--- config.mk ---
export PLATFORM = sky130hd
export DESIGN_NAME = alu_decode_stage
export DESIGN_NICKNAME = d
export VERILOG_FILES = /design/src/rtl/alu_pkg.sv /design/src/rtl/alu_imm_gen.sv /design/src/rtl/alu_decode_stage.sv
export SDC_FILE = /design/constraint.sdc
export NUM_CORES = 1
export LEC_CHECK = 0
export CAP_MARGIN = 5
export CORE_ASPECT_RATIO = 0.7
export CORE_MARGIN = 5
export CORE_UTILIZATION = 28
export CTS_CLUSTER_SIZE = 40
export DETAILED_ROUTE_END_ITERATION = 8
export PLACE_DENSITY_LB_ADDON = 0.15
export REMOVE_ABC_BUFFERS = 1
export SETUP_SLACK_MARGIN = 0.5
export SLEW_MARGIN = 30
export SYNTH_ARGS = -nofsm -noshare
export SYNTH_HDL_FRONTEND = slang
export SYNTH_SLANG_ARGS = --single-unit
--- constraint.sdc ---
create_clock -name clk -period 2.3 [get_ports clk]
set_input_delay 0.23 -clock clk [delete_from_list [all_inputs] [get_ports clk]]
set_output_delay 0.23 -clock clk [all_outputs]
set_load 0.01 [all_outputs]
--- src/rtl/alu_pkg.sv ---
// Shared ALU definitions: operation codes, opcodes, operand-select encodings and the
// registered bundle layout. The execute-stage ALU imports this package as well.
package alu_pkg;

  typedef enum logic [3:0] {
    AluAdd  = 4'b0000,
    AluSub  = 4'b0001,
    AluAnd  = 4'b0010,
    AluOr   = 4'b0011,
    AluXor  = 4'b0100,
    AluSll  = 4'b0101,
    AluSrl  = 4'b0110,
    AluSra  = 4'b0111,
    AluSlt  = 4'b1000,
    AluSltu = 4'b1001,
    AluLui  = 4'b1010
  } alu_op_e;

  localparam logic [6:0] OpcReg    = 7'b0110011;
  localparam logic [6:0] OpcImm    = 7'b0010011;
  localparam logic [6:0] OpcLui    = 7'b0110111;
  localparam logic [6:0] OpcAuipc  = 7'b0010111;
  localparam logic [6:0] OpcLoad   = 7'b0000011;
  localparam logic [6:0] OpcStore  = 7'b0100011;
  localparam logic [6:0] OpcBranch = 7'b1100011;
  localparam logic [6:0] OpcJal    = 7'b1101111;
  localparam logic [6:0] OpcJalr   = 7'b1100111;

  localparam logic [1:0] SrcARs1  = 2'b00;
  localparam logic [1:0] SrcAPc   = 2'b01;
  localparam logic [1:0] SrcAZero = 2'b10;
  localparam logic       SrcBRs2  = 1'b0;
  localparam logic       SrcBImm  = 1'b1;

  localparam logic [6:0] Funct7Zero = 7'b0000000;
  localparam logic [6:0] Funct7Alt  = 7'b0100000;

  typedef struct packed {
    alu_op_e     alu;
    logic [1:0]  src_a;
    logic        src_b;
    logic [31:0] imm;
    logic [4:0]  rs1;
    logic [4:0]  rs2;
    logic [4:0]  rd;
    logic        reg_write;
    logic        illegal;
    logic [31:0] pc;
  } dec_bundle_t;

  // funct3 mapping shared by register and immediate ALU forms (funct7 variants excluded)
  function automatic alu_op_e base_op(input logic [2:0] funct3);
    alu_op_e op;
    case (funct3)
      3'b000:  op = AluAdd;
      3'b001:  op = AluSll;
      3'b010:  op = AluSlt;
      3'b011:  op = AluSltu;
      3'b100:  op = AluXor;
      3'b101:  op = AluSrl;
      3'b110:  op = AluOr;
      default: op = AluAnd;
    endcase
    return op;
  endfunction

endpackage

--- src/rtl/alu_imm_gen.sv ---
// Combinational immediate generator: selects the RV32I immediate format from the opcode
// and returns it sign-extended (U-type pre-shifted, shift-immediates as a 5-bit shamt).
module alu_imm_gen
  import alu_pkg::*;
(
  input  logic [31:0] instr,
  output logic [31:0] imm
);

  logic [6:0] opcode;
  logic [2:0] funct3;

  assign opcode = instr[6:0];
  assign funct3 = instr[14:12];

  always_comb begin
    imm = 32'h0;
    case (opcode)
      OpcImm: begin
        if (funct3 == 3'b001 || funct3 == 3'b101) begin
          imm = {27'h0, instr[24:20]};
        end else begin
          imm = {{20{instr[31]}}, instr[31:20]};
        end
      end
      OpcLoad, OpcJalr: imm = {{20{instr[31]}}, instr[31:20]};
      OpcStore:         imm = {{20{instr[31]}}, instr[31:25], instr[11:7]};
      OpcBranch: imm = {{19{instr[31]}}, instr[31], instr[7], instr[30:25], instr[11:8], 1'b0};
      OpcLui, OpcAuipc: imm = {instr[31:12], 12'h0};
      OpcJal: imm = {{11{instr[31]}}, instr[31], instr[19:12], instr[20], instr[30:21], 1'b0};
      default:          imm = 32'h0;
    endcase
  end

endmodule

--- src/rtl/alu_decode_stage.sv ---
// Registered RV32I decode stage feeding the execute ALU over valid/ready.
// ALU_DEC_ILLEGAL_EN: when defined, bad encodings are flagged via illegal instead of hidden.
module alu_decode_stage
  import alu_pkg::*;
(
  input  logic        clk,
  input  logic        rst,
  input  logic        flush,
  input  logic        in_valid,
  output logic        in_ready,
  input  logic [31:0] instr,
  input  logic [31:0] pc,
  output logic        out_valid,
  input  logic        out_ready,
  output logic [3:0]  alu_control,
  output logic [1:0]  src_a_sel,
  output logic        src_b_sel,
  output logic [31:0] imm,
  output logic [4:0]  rs1,
  output logic [4:0]  rs2,
  output logic [4:0]  rd,
  output logic        reg_write,
  output logic        illegal,
  output logic [31:0] pc_out
);

  logic        out_valid_q;
  dec_bundle_t bundle_q, bundle_d;
  logic [31:0] imm_gen;
  logic [6:0]  opcode, funct7;
  logic [2:0]  funct3;
  logic        accept, writes, bad;
  alu_op_e     alu_d;
  logic [1:0]  src_a_d;
  logic        src_b_d;

  assign opcode = instr[6:0];
  assign funct3 = instr[14:12];
  assign funct7 = instr[31:25];

  alu_imm_gen u_imm_gen (
    .instr (instr),
    .imm   (imm_gen)
  );

  always_comb begin
    alu_d   = AluAdd;
    src_a_d = SrcARs1;
    src_b_d = SrcBImm;
    writes  = 1'b0;
    bad     = 1'b0;
    case (opcode)
      OpcReg: begin
        src_b_d = SrcBRs2;
        writes  = 1'b1;
        alu_d   = base_op(funct3);
        if (funct7 == Funct7Alt && funct3 == 3'b000) begin
          alu_d = AluSub;
        end else if (funct7 == Funct7Alt && funct3 == 3'b101) begin
          alu_d = AluSra;
        end else if (funct7 != Funct7Zero) begin
          bad = 1'b1;
        end
      end
      OpcImm: begin
        writes = 1'b1;
        alu_d  = base_op(funct3);
        if (funct3 == 3'b001 && funct7 != Funct7Zero) bad = 1'b1;
        if (funct3 == 3'b101) begin
          if (funct7 == Funct7Alt) alu_d = AluSra;
          else if (funct7 != Funct7Zero) bad = 1'b1;
        end
      end
      // LUI ignores its rs1 field, so feed a zero operand
      OpcLui: begin
        alu_d   = AluLui;
        src_a_d = SrcAZero;
        writes  = 1'b1;
      end
      OpcAuipc: begin
        src_a_d = SrcAPc;
        writes  = 1'b1;
      end
      OpcLoad: begin
        writes = 1'b1;
        bad    = (funct3 == 3'b011) || (funct3[2:1] == 2'b11);
      end
      OpcStore: bad = funct3[2] || (funct3 == 3'b011);
      OpcBranch: begin
        src_b_d = SrcBRs2;
        bad     = (funct3[2:1] == 2'b01);
        if (!funct3[2])     alu_d = AluSub;
        else if (funct3[1]) alu_d = AluSltu;
        else                alu_d = AluSlt;
      end
      OpcJal: begin
        src_a_d = SrcAPc;
        writes  = 1'b1;
      end
      OpcJalr: begin
        writes = 1'b1;
        bad    = (funct3 != 3'b000);
      end
      default: bad = 1'b1;
    endcase

    bundle_d.alu       = alu_d;
    bundle_d.src_a     = src_a_d;
    bundle_d.src_b     = src_b_d;
    bundle_d.imm       = imm_gen;
    bundle_d.rs1       = instr[19:15];
    bundle_d.rs2       = instr[24:20];
    bundle_d.rd        = instr[11:7];
    bundle_d.reg_write = writes && (instr[11:7] != 5'd0);
    bundle_d.pc        = pc;
    // Bad encodings become an ADD of zero with no writeback
    if (bad) begin
      bundle_d.alu       = AluAdd;
      bundle_d.src_a     = SrcAZero;
      bundle_d.src_b     = SrcBImm;
      bundle_d.imm       = 32'h0;
      bundle_d.reg_write = 1'b0;
    end
`ifdef ALU_DEC_ILLEGAL_EN
    bundle_d.illegal = bad;
`else
    bundle_d.illegal = 1'b0;
`endif
  end

  assign in_ready = !out_valid_q || out_ready;
  assign accept   = in_valid && in_ready;

  always_ff @(posedge clk) begin
    if (rst) begin
      out_valid_q <= 1'b0;
      bundle_q    <= '0;
    end else if (flush) begin
      out_valid_q <= 1'b0;
    end else if (accept) begin
      out_valid_q <= 1'b1;
      bundle_q    <= bundle_d;
    end else if (out_ready) begin
      out_valid_q <= 1'b0;
    end
  end

  assign out_valid   = out_valid_q;
  assign alu_control = bundle_q.alu;
  assign src_a_sel   = bundle_q.src_a;
  assign src_b_sel   = bundle_q.src_b;
  assign imm         = bundle_q.imm;
  assign rs1         = bundle_q.rs1;
  assign rs2         = bundle_q.rs2;
  assign rd          = bundle_q.rd;
  assign reg_write   = bundle_q.reg_write;
  assign illegal     = bundle_q.illegal;
  assign pc_out      = bundle_q.pc;

endmodule

# Word-level counts from Yosys, hierarchy flattened

Cells that the tools add are included.

Reduce and logical (&&, ||, !) cells: 23
Eq/ne operators: 18
Bitwise gates (word level): 1
Muxes and demuxes: 25

Operators by type and width:

| kind                                                            | number |
|---|---|
| 32-bit case mux with 6 select lines                             | 1 |
| 39-bit 2-to-1 mux                                               | 1 |
| 32-bit 2-to-1 mux                                               | 1 |
| 7-bit by 6-bit == test with 1-bit output, second input constant | 4 |
| 4-bit case mux with 7 select lines                              | 1 |
| 7-bit == test, second input constant                            | 3 |
| 4-bit 2-to-1 mux                                                | 5 |
| 4-bit case mux with 4 select lines                              | 1 |
| 7-bit by 5-bit == test with 1-bit output, second input constant | 2 |
| 1-bit 2-to-1 mux                                                | 13 |
| 2-bit OR reduction                                              | 5 |
| 3-bit == test, second input constant                            | 3 |
| 7-bit by 2-bit == test with 1-bit output, second input constant | 1 |
| 1-bit case mux with 7 select lines                              | 1 |
| 7-bit nonzero test                                              | 1 |
| 7-bit OR reduction                                              | 1 |
| 3-bit by 2-bit == test with 1-bit output, second input constant | 2 |
| 1-bit logical AND                                               | 5 |
| 5-bit nonzero test                                              | 1 |
| 1-bit logical OR                                                | 4 |
| 2-bit case mux with 2 select lines                              | 1 |
| 3-bit by 1-bit == test with 1-bit output, second input constant | 1 |
| 3-bit logical NOT                                               | 1 |
| 3-bit nonzero test                                              | 1 |
| other kinds (7)                                                 | 7 |

Flip-flop bits (word level): 88
Bits of input ports: 69
Word-level logic and storage cells: 77

# Logic depth before layout (Yosys ltp)

Gate-level depths: netlist (run 1).

Word-level depth: 8
Gate-level depth with buffers: 8

# By module

Synthesis (run 1) repeated with hierarchy kept, for this count alone.

Cell total of the unflattened synthesis: 447
Area, all modules: 3,883.7 µm²

By module, submodules not included:

| module           | times used | area an instance (µm²) | cells each | sequential area each (µm²) |
|---|---|---|---|---|
| alu_decode_stage | 1          | 3,369.5                | 379        | 1,761.7 |
| alu_imm_gen      | 1          | 514.2                  | 68         | 0.0 |

# Worst setup path after synthesis (run 1)

Ideal clock, no wire load.

Path kind: flip-flop to flip-flop
From: register out_valid_q, in the netlist out_valid
To: register bundle_q (netlist bit imm[12])
Path slack: 0.389 ns
Stages on the path, launching flop included: 8
Data required time: 2.233 ns
Arrival time: 1.844 ns
Period minus slack after synthesis: 1.911 ns
Cells stage by stage: dfxtp_1 nor2b_1 nor3b_2 nand4b_1 or4_4 buf_6 buf_12 o21ai_2

Cells in the longest elaborated chain, start to end: 4

RTL lines:

| item                          | RTL line                | RTL |
|---|---|---|
| from (decl)                   | alu_decode_stage.sv:27  | `logic out_valid_q;` |
| from (signal assigned)        | alu_decode_stage.sv:136 | `out_valid_q <= 1'b0;` |
| from (signal assigned)        | alu_decode_stage.sv:139 | `out_valid_q <= 1'b0;` |
| from (signal assigned)        | alu_decode_stage.sv:141 | `out_valid_q <= 1'b1;` |
| 1-bit logical NOT             | alu_decode_stage.sv:131 | `assign in_ready = !out_valid_q \|\| out_ready;` |
| 1-bit logical OR              | alu_decode_stage.sv:131 |  |
| 1-bit logical AND             | alu_decode_stage.sv:132 | `assign accept = in_valid && in_ready;` |
| 2-bit AND reduction (no line) | -                       |  |
| to (signal assigned)          | alu_decode_stage.sv:142 | `bundle_q <= bundle_d;` |
| to (decl)                     | alu_decode_stage.sv:28  | `dec_bundle_t bundle_q, bundle_d;` |

No other way between the ends.
A chain may end at the register's enable or synchronous reset.

# Worst setup path in the final report (run 1)

From: input instr[14]
To: register bundle_q (netlist bit imm[21])

Cells in the longest elaborated chain, start to end: 8

RTL lines:

| item                                     | RTL line                                  | RTL |
|---|---|---|
| from (decl)                              | alu_decode_stage.sv:11                    | `input logic [31:0] instr,` |
| 3-bit by 1-bit == test with 1-bit output | alu_imm_gen.sv:20, alu_decode_stage.sv:68 |  |
| 1-bit logical AND                        | alu_decode_stage.sv:68                    | `if (funct3 == 3'b001 && funct7 != Funct7Zero) bad = 1'b1;` |
| 1-bit 2-to-1 mux                         | alu_decode_stage.sv:68                    |  |
| 1-bit 2-to-1 mux                         | alu_decode_stage.sv:71                    | `else if (funct7 != Funct7Zero) bad = 1'b1;` |
| 1-bit 2-to-1 mux                         | alu_decode_stage.sv:70                    | `if (funct7 == Funct7Alt) alu_d = AluSra;` |
| 1-bit 2-to-1 mux                         | alu_decode_stage.sv:69                    | `if (funct3 == 3'b101) begin` |
| 1-bit case mux with 7 select lines       | alu_decode_stage.sv:52                    | `case (opcode)` |
| 39-bit 2-to-1 mux *                      | alu_decode_stage.sv:117                   | `if (bad) begin` |

Every way passes the cells marked *; elsewhere a longest branch is shown, timed or not.

==> results.txt, run 1 <==
----------------------------------------------------
[Drt]
  Routed WL per cell ... 15.6 um
  Detailed-route DRC error count ... 0
  Number of optimization iterations in the first detailed-route pass ... 5
  Total wirelength of the detailed-routed design ... 12700 um
  Via count normalized by instance count ... 4.76
  Post-DRT Antenna Nets ... 0
  DR vias ... 3874
  Number of DRC violations after detailed-routing iteration 0 ... 216

[Yosys]
  Top-area cell type share of the netlist area ... 0.469
  Post-Syn Instances ... 451
  Cell area after synthesis ... 3760 um^2
  Mean instance size in the synthesized netlist ... 8.33 um^2
  Cell taking the most area after synthesis ... sky130_fd_sc_hd__dfxtp_1
  Fraction of the yosys area taken by sequential cells ... 0.469
  Async set-reset flop share out of synthesis ... 0
  Biggest area contributors in the synthesized netlist ... sky130_fd_sc_hd__dfxtp_1 47%, sky130_fd_sc_hd__nand2_1 13%, sky130_fd_sc_hd__a21oi_1 8.5%
  Ys Warns ... 0
  Most common flop cell mapped by yosys ... sky130_fd_sc_hd__dfxtp_1
  Flop and latch count out of synthesis ... 88
  Unique cell type count in the Yosys netlist ... 57
  Number of enable flip-flop cells after synthesis ... 0

[Worst setup path]
  Arrival time at the worst endpoint ... 2110 ps
  CP most frequent cell ... sky130_fd_sc_hd__buf_6
  Cells on worst reg2reg path ... 6
  Reg2reg end ... imm[21]
  Maximum fanout count along the critical path ... 8
  Sort of element at the end of the critical path ... register
  Cell with the biggest individual delay on the critical path ... sky130_fd_sc_hd__or4_4
  Critical path destination ... imm[21]
  Required time reported for the critical path endpoint ... 2570 ps
  Worst Setup Path Type ... input port to register
  Reg-to-reg slack, setup ... 510 ps
  Nature of the critical path startpoint ... input port
  Crit path max-delay family ... simple AND/OR/NAND/NOR gates
  Crit. Startpoint ... instr[14]
  Bufs and invs on worst path ... 3
  Logic depth of the worst setup path including buffers ... 8
  Critical path's largest stage delay ... 630 ps
  Reg-to-reg startpoint ... out_valid
  Cell-by-cell listing of the critical path ... dlygate4sd2_1 -> buf_6 -> nor4b_4 -> a211oi_1 -> o221a_1 -> or4_4 -> buf_6 -> o21ai_2

[Power and ir drop]
  LEAKAGE ... 2.29 nW
  Maximum ir drop on the vdd rail ... 363 uV
  Pwr Density ... 561 nW/um^2
  Fraction of power spent switching nets ... 0.251
  Combinational share of power ... 0.149
  Power Internal ... 0.00261 W
  Power spent charging and discharging nets ... 0.000875 W
  Clock group share of total power ... 0.395
  Sequential Power Share ... 0.456

[Clock network]
  Clock Pin Slew Worst Setup and Hold Paths ... 70 ps
  Number of clock sinks seen by CTS ... 88
  Number of levels the H-tree was split into ... 3
  Number of clock buffers inserted by TritonCTS ... 9
  Hold_buf cts ... 0
  Clock insertion delay at the later pin of the skew report ... 330 ps
  Root Buffer ... sky130_fd_sc_hd__clkbuf_16
  CTS tree ... yes
  Largest buffer count on any clock path ... 2

[Floorplan]
  Starting Density ... 0.286
  Number of rows in the core area ... 35
  Y dimension of the die ... 107 um
  CORE AREA ... 13100 um^2
  Horizontal extent of the die ... 148 um
  Number of primary I/O pins ... 159
  Area of the die ... 15900 um^2

[Flow run]
  # Max-Cap Violations ... 0

[Timing]
  Hold slack ... 238 ps
  Count of endpoints failing setup in the final report ... 0
  Transition at the pin with the smallest max-transition slack ... 554 ps
  Layout Skew ... 10.8 ps
  Summed negative setup slack over all endpoints ... 0 ps
  RSZ-0062 raised after global routing ... true
  Final critical-path setup slack ... 468 ps
  Final Hold Fails ... 0
  Final Slew Violations ... 0
  Minimum clock period ... 1830 ps
  Slew HR ... 0.631
  Top achievable clock speed ... 0.546 GHz
  Final period utilization ... 0.797

[Placement]
  Final weighted congestion of routability-driven global placement ... 0.901
  Number of port buffers ... 157
  Post-placement worst setup slack ... -217 ps
  Total half-perimeter wirelength after legalization and detailed placement ... 9400 um
  Cell area reported after detailed placement ... 5760 um^2
  Post-Place Cells ... 790

[Finish]
  Number of non-filler instances in the completed layout ... 814
  Area added between synthesis and finish ... 65.1%
  Count of inserted antenna diode cells ... 0
  Filler instances ... 1273
  Proportion of layout cells with a drive suffix above 1 ... 0.196
  Count of nets after finishing ... 713
  Post-route cell area ... 6210 um^2

[Global route]
  Maximum number of pins on one net before global-route repair ... 52
  First-pass GRT wire length ... 20100 um
  Vias in the first global route ... 3813
  Total routing usage reported by global routing ... 0.157
  Number of antenna violations at the first check in global routing ... 1
  GRT overflow ... 0

[Run status]
  Result of the run ... complete, no violations

[Min path]
  HP Class ... input port to register

----------------------------------------------------
-- state kept, by name, summed over array words and instances (netlist names) --
| register | flops |
|---|---|
| pc_out | 32 |
| src_a_sel | 2 |
| src_b_sel | 1 |
| rd | 5 |
| reg_write | 1 |
| imm | 32 |
| rs2 | 5 |
| out_valid | 1 |
| alu_control | 4 |
| rs1 | 5 |
-- cell usage in the layout (no fill, tap or decap), types with 8 or more instances in the layout --
cell type,Yosys,final
sky130_fd_sc_hd__nand2_1,127,126
sky130_fd_sc_hd__dfxtp_1,88,87
sky130_fd_sc_hd__a2bb2oi_1,8,8
sky130_fd_sc_hd__buf_6,4,8
sky130_fd_sc_hd__a22o_1,11,11
sky130_fd_sc_hd__o21ai_0,13,9
sky130_fd_sc_hd__nor2_1,15,11
sky130_fd_sc_hd__clkdlybuf4s50_1,0,141
sky130_fd_sc_hd__clkbuf_16,0,9
sky130_fd_sc_hd__a21oi_1,64,63
sky130_fd_sc_hd__buf_4,1,48
sky130_fd_sc_hd__o21ai_2,20,24
-- layer usage --
metal,share of wire,GRT usage
met5,0.0010,0
met4,0.0090,0.0389
met3,0.076,0.0520
met2,0.42,0.234
met1,0.49,0.220
-- logic make-up after synthesis --
logic type,Yosys count,synth area share
flip-flops,88,0.469
XOR/XNOR,1,0.00233
multiplexers,1,0.00266
AO/OA/AOI/OAI,140,0.248
AND/OR/NAND/NOR,179,0.217
other,1,0.000998
buffers and inverters,41,0.0603
-- synth_stat cells (all sizes together) (2+ instances only) --
cell type  instances
nor4               2
nor2b              5
inv                5
o21ai             33
nand2            127
a2bb2oi            8
nor3               6
clkbuf            21
nand4b             3
or2                3
a22oi              4
and3b              2
nand3              2
a21oi             64
nand2b             3
a22o              11
o211ai             2
buf               14
nor2              15
dfxtp             88
o31ai              2
a211oi             2
nand3b             2
-- what timing repair did --
item                       4_1_cts  5_1_grt
gates resized for setup         37       19
gates cloned                     1        0
setup endpoints to repair       41       54
pin swaps                       31        8
setup buffers                    6        2
-- final cells by class --
type | instances | area [um^2] | share of cell area
tap | 166 | 208 | 0.0335
sequential | 88 | 1760 | 0.284
timing repair buffer | 217 | 2070 | 0.333
clock buffer | 10 | 239 | 0.0385
clock inverter | 5 | 40.0 | 0.00645
inverter | 6 | 22.5 | 0.00363
multi-input combinational | 322 | 1870 | 0.301
-- worst min path at each step --
| stage | startpoint | end | slack (ps) | cells after the start |
|---|---|---|---|---|
| 2_1_floorplan | rst | pc_out[0] | 300 | 1 |
| 3_3_place_gp | pc_out[27] | pc_out[27] | 440 | 2 |
| 3_5_place_dp | rs2[3] | rs2[3] | 450 | 2 |
| 4_1_cts | instr[26] | imm[6] | 360 | 3 |
| 5_1_grt | instr[26] | imm[6] | 240 | 3 |
| 6_report | instr[26] | imm[6] | 240 | 3 |
-- power groups by stage --
stage | combinational (W) | sequential (W) | clock (W)
floorplan | 0.000135 | 0.00164 | 0
global placement | 0.000508 | 0.00162 | 0
detailed placement | 0.000508 | 0.00162 | 0
CTS | 0.000520 | 0.00159 | 0.00142
global route | 0.000563 | 0.00159 | 0.00149
finish | 0.000520 | 0.00159 | 0.00138
-- worst register-to-register path, cell delays in order, from the launching register on --
cell and delay (ps):
sky130_fd_sc_hd__dfxtp_2 320, sky130_fd_sc_hd__nor2b_4 130, sky130_fd_sc_hd__nor3b_4 210, sky130_fd_sc_hd__nand4b_1 150, sky130_fd_sc_hd__or4_4 610, sky130_fd_sc_hd__buf_6 190, sky130_fd_sc_hd__o21ai_2 120
-- metrics by stage --
| stage | util | power (W) |
|---|---|---|
| final | 0.472 | 0.00348 |
| after global routing | 0.472 | 0.00365 |
| after CTS | 0.469 | 0.00353 |
| after detailed placement | 0.438 | 0.00213 |
| after global placement | 0.438 | 0.00213 |
| after floorplan | - | 0.00178 |
No activity file was read; power rests on OpenSTA's default activity.
==> run 2, diff against run 1 <==
- clock period: 2.3 -> 1.79 ns (I/O delays scaled with it)
==> run 2 against run 1 <==
Compared with the run above:
- the flow now finishes with violations (negative setup slack)
- worst setup slack lost 520 ps
- cell count grew 3.9%
- sequential share of layout area shrank 3.5 points
- sequential power grew 28%
- largest cell class unchanged
- total power grew 39%
==> results.txt, run 2 (synthesis gave the netlist of run 1 again) <==
----------------------------------------------------
[Floorplan]
  Number of primary I/O pins ... 159 (unchanged)
  Horizontal extent of the die ... 148 um (unchanged)
  Number of rows in the core area ... 35 (unchanged)
  Y dimension of the die ... 107 um (unchanged)
  CORE AREA ... 13100 um^2 (unchanged)
  Area of the die ... 15900 um^2 (unchanged)
  Starting Density ... 0.286 (unchanged)

[Timing]
  RSZ-0062 raised after global routing ... true (unchanged)
  Final Slew Violations ... 0 (unchanged)
  Transition at the pin with the smallest max-transition slack ... 851 ps (was 554 ps)
  Top achievable clock speed ... 0.543 GHz
  Slew HR ... 0.433 (was 0.631)
  Final critical-path setup slack ... -52.0 ps (was 468 ps)
  Layout Skew ... 6.68 ps (was 10.8 ps)
  Summed negative setup slack over all endpoints ... -169 ps (was 0 ps)
  Final period utilization ... 1.03
  Minimum clock period ... 1840 ps
  Final Hold Fails ... 0 (unchanged)
  Count of endpoints failing setup in the final report ... 14 (was 0)

[Worst setup path]
  Critical path's largest stage delay ... 620 ps (was 630 ps)
  Sort of element at the end of the critical path ... register (unchanged)
  Reg-to-reg startpoint ... out_valid (unchanged)
  Cells on worst reg2reg path ... 6 (unchanged)
  Cell-by-cell listing of the critical path ... nor2b_4 -> nor3b_4 -> nand4b_1 -> or4_4 -> buf_6 -> o31ai_2 (was dlygate4sd2_1 -> buf_6 -> nor4b_4 -> a211oi_1 -> o221a_1 -> or4_4 -> buf_6 -> o21ai_2)
  Logic depth of the worst setup path including buffers ... 6 (was 8)
  Crit. Startpoint ... out_valid (was instr[14])
  Cell with the biggest individual delay on the critical path ... sky130_fd_sc_hd__or4_4 (unchanged)
  Nature of the critical path startpoint ... register (was input port)
  Arrival time at the worst endpoint ... 2090 ps (was 2110 ps)
  Required time reported for the critical path endpoint ... 2040 ps (was 2570 ps)
  Bufs and invs on worst path ... 1 (was 3)
  Maximum fanout count along the critical path ... 6 (was 8)
  Crit path max-delay family ... simple AND/OR/NAND/NOR gates (unchanged)
  Worst Setup Path Type ... register to register (was input port to register)

[Power and ir drop]
  LEAKAGE ... 3.22 nW (was 2.29 nW)
  Pwr Density ... 682 nW/um^2 (was 561 nW/um^2)
  Maximum ir drop on the vdd rail ... 545 uV (was 363 uV)

[Clock network]
  Hold_buf cts ... 0 (unchanged)
  Number of levels the H-tree was split into ... 3 (unchanged)
  Number of clock buffers inserted by TritonCTS ... 9 (unchanged)
  CTS tree ... yes (unchanged)
  Root Buffer ... sky130_fd_sc_hd__clkbuf_16 (unchanged)
  Number of clock sinks seen by CTS ... 88 (unchanged)
  Largest buffer count on any clock path ... 2 (unchanged)
  Clock insertion delay at the later pin of the skew report ... 330 ps (about the same)
  Clock Pin Slew Worst Setup and Hold Paths ... 60 ps (was 70 ps)

[Placement]
  Post-Place Cells ... 807 (was 790)
  Cell area reported after detailed placement ... 5900 um^2 (was 5760 um^2)
  Number of port buffers ... 157 (unchanged)
  Final weighted congestion of routability-driven global placement ... 0.886 (was 0.901)
  Total half-perimeter wirelength after legalization and detailed placement ... 9730 um (was 9400 um)

[Finish]
  Count of inserted antenna diode cells ... 0 (unchanged)
  Count of nets after finishing ... 745 (was 713)
  Leading cell type in the layout, fill and taps excluded ... sky130_fd_sc_hd__dlygate4sd2_1 (was sky130_fd_sc_hd__clkdlybuf4s50_1)
  Core Util, Final ... 0.539 (was 0.472)
  Area added between synthesis and finish ... 88.2% (was 65.1%)
  Post-route cell area ... 7080 um^2 (was 6210 um^2)
  Proportion of layout cells with a drive suffix above 1 ... 0.381 (was 0.196)
  Number of non-filler instances in the completed layout ... 846 (was 814)
  Top library cells by usage in the layout, fill and taps aside ... 89 x sky130_fd_sc_hd__dlygate4sd2_1, 87 x sky130_fd_sc_hd__dfxtp_1, 82 x sky130_fd_sc_hd__nand2_1 (was 141 x sky130_fd_sc_hd__clkdlybuf4s50_1, 126 x sky130_fd_sc_hd__nand2_1, 87 x sky130_fd_sc_hd__dfxtp_1)

[Global route]
  Number of antenna violations at the first check in global routing ... 0 (was 1)
  Maximum number of pins on one net before global-route repair ... 52 (unchanged)
  First-pass GRT wire length ... 20200 um (was 20100 um)
  Total routing usage reported by global routing ... 0.158 (was 0.157)
  GRT overflow ... 0 (unchanged)
  Vias in the first global route ... 3934 (was 3813)

[Drt]
  DR vias ... 4074 (was 3874)
  Number of optimization iterations in the first detailed-route pass ... 7 (was 5)
  Number of DRC violations after detailed-routing iteration 0 ... 147 (was 216)
  Total wirelength of the detailed-routed design ... 14300 um (was 12700 um)
  Routed WL per cell ... 16.9 um (was 15.6 um)
  Detailed-route DRC error count ... 0 (unchanged)
  Post-DRT Antenna Nets ... 0 (unchanged)
  Via count normalized by instance count ... 4.82 (was 4.76)

[Flow run]
  # Max-Cap Violations ... 0 (unchanged)

[Min path]
  HP Class ... input port to register (unchanged)
  Number of instances on the worst hold path ... 3 (unchanged)
  Hold path start ... instr[26] (unchanged)

[Run status]
  Result of the run ... finished with violations (was complete, no violations)
  Violations in the final reports ... negative setup slack

----------------------------------------------------
run 2: cell types whose count changed in the layout (fill, tap and decap cells not counted), moves of 6 or more:
cell,previous run,this run
sky130_fd_sc_hd__clkdlybuf4s50_1,141,53
sky130_fd_sc_hd__dlygate4sd2_1,7,89
sky130_fd_sc_hd__a21oi_1,63,19
sky130_fd_sc_hd__a21oi_2,1,45
sky130_fd_sc_hd__nand2_1,126,82
sky130_fd_sc_hd__nand2_4,0,40
sky130_fd_sc_hd__buf_4,48,63
sky130_fd_sc_hd__buf_12,3,9
sky130_fd_sc_hd__clkbuf_16,9,15
run 2: repair_timing:
item	in CTS	in global routing
endpoints found under the setup margin	176	88
cloned	1	8
gates resized for setup	144	185
buffers inserted	5	10
pin swaps	13	98
run 2: layout make-up:
class,instances,area (um^2)
Inverter,6,22.5
Multi-Input combinational cell,322,2380
Clock inverter,5,65.1
Clock buffer,10,239
Timing Repair Buffer,249,2400
Tap cell,166,208
Sequential cell,88,1760
Fill cell,1211,6060
run 2: worst reg2reg max path, cell delays in order, from the launching register on:
cell and delay (ps):
sky130_fd_sc_hd__dfxtp_2 320, sky130_fd_sc_hd__nor2b_4 130, sky130_fd_sc_hd__nor3b_4 220, sky130_fd_sc_hd__nand4b_1 150
sky130_fd_sc_hd__or4_4 620, sky130_fd_sc_hd__buf_6 160, sky130_fd_sc_hd__o31ai_2 160
run 2: path summary, 6_finish.rpt:
path / end / slack, ps
worst max register to register: imm[31] / -50
worst max-delay path: imm[31] / -50
worst min-delay path: imm[6] / 190
worst min register to register: pc_out[2] / 450
run 2: per-stage QoR:
step / worst slack (ps) / power (W) / hold WS [ps]
2_1_floorplan: -1660 / 0.00228 / 248
3_3_place_gp: -612 / 0.00276 / 442
3_5_place_dp: -647 / 0.00276 / 448
4_1_cts: -82.0 / 0.00467 / 282
5_1_grt: -102 / 0.00503 / 190
6_report: -52.0 / 0.00483 / 194
run 2: metal layers:
layer	track usage	share of wire	up-vias
li1	-	-	2013
met1	0.213	0.48	1920
met2	0.246	0.43	132
met3	0.0537	0.080	9
met4	0.0336	0.0081	0
met5	0	0	-
run 2: power breakdown:
group          internal (W)  total (W)  switching [W]
clock network       0.00113    0.00191       0.000781
logic              0.000452   0.000881       0.000429
registers           0.00201    0.00204      0.0000275
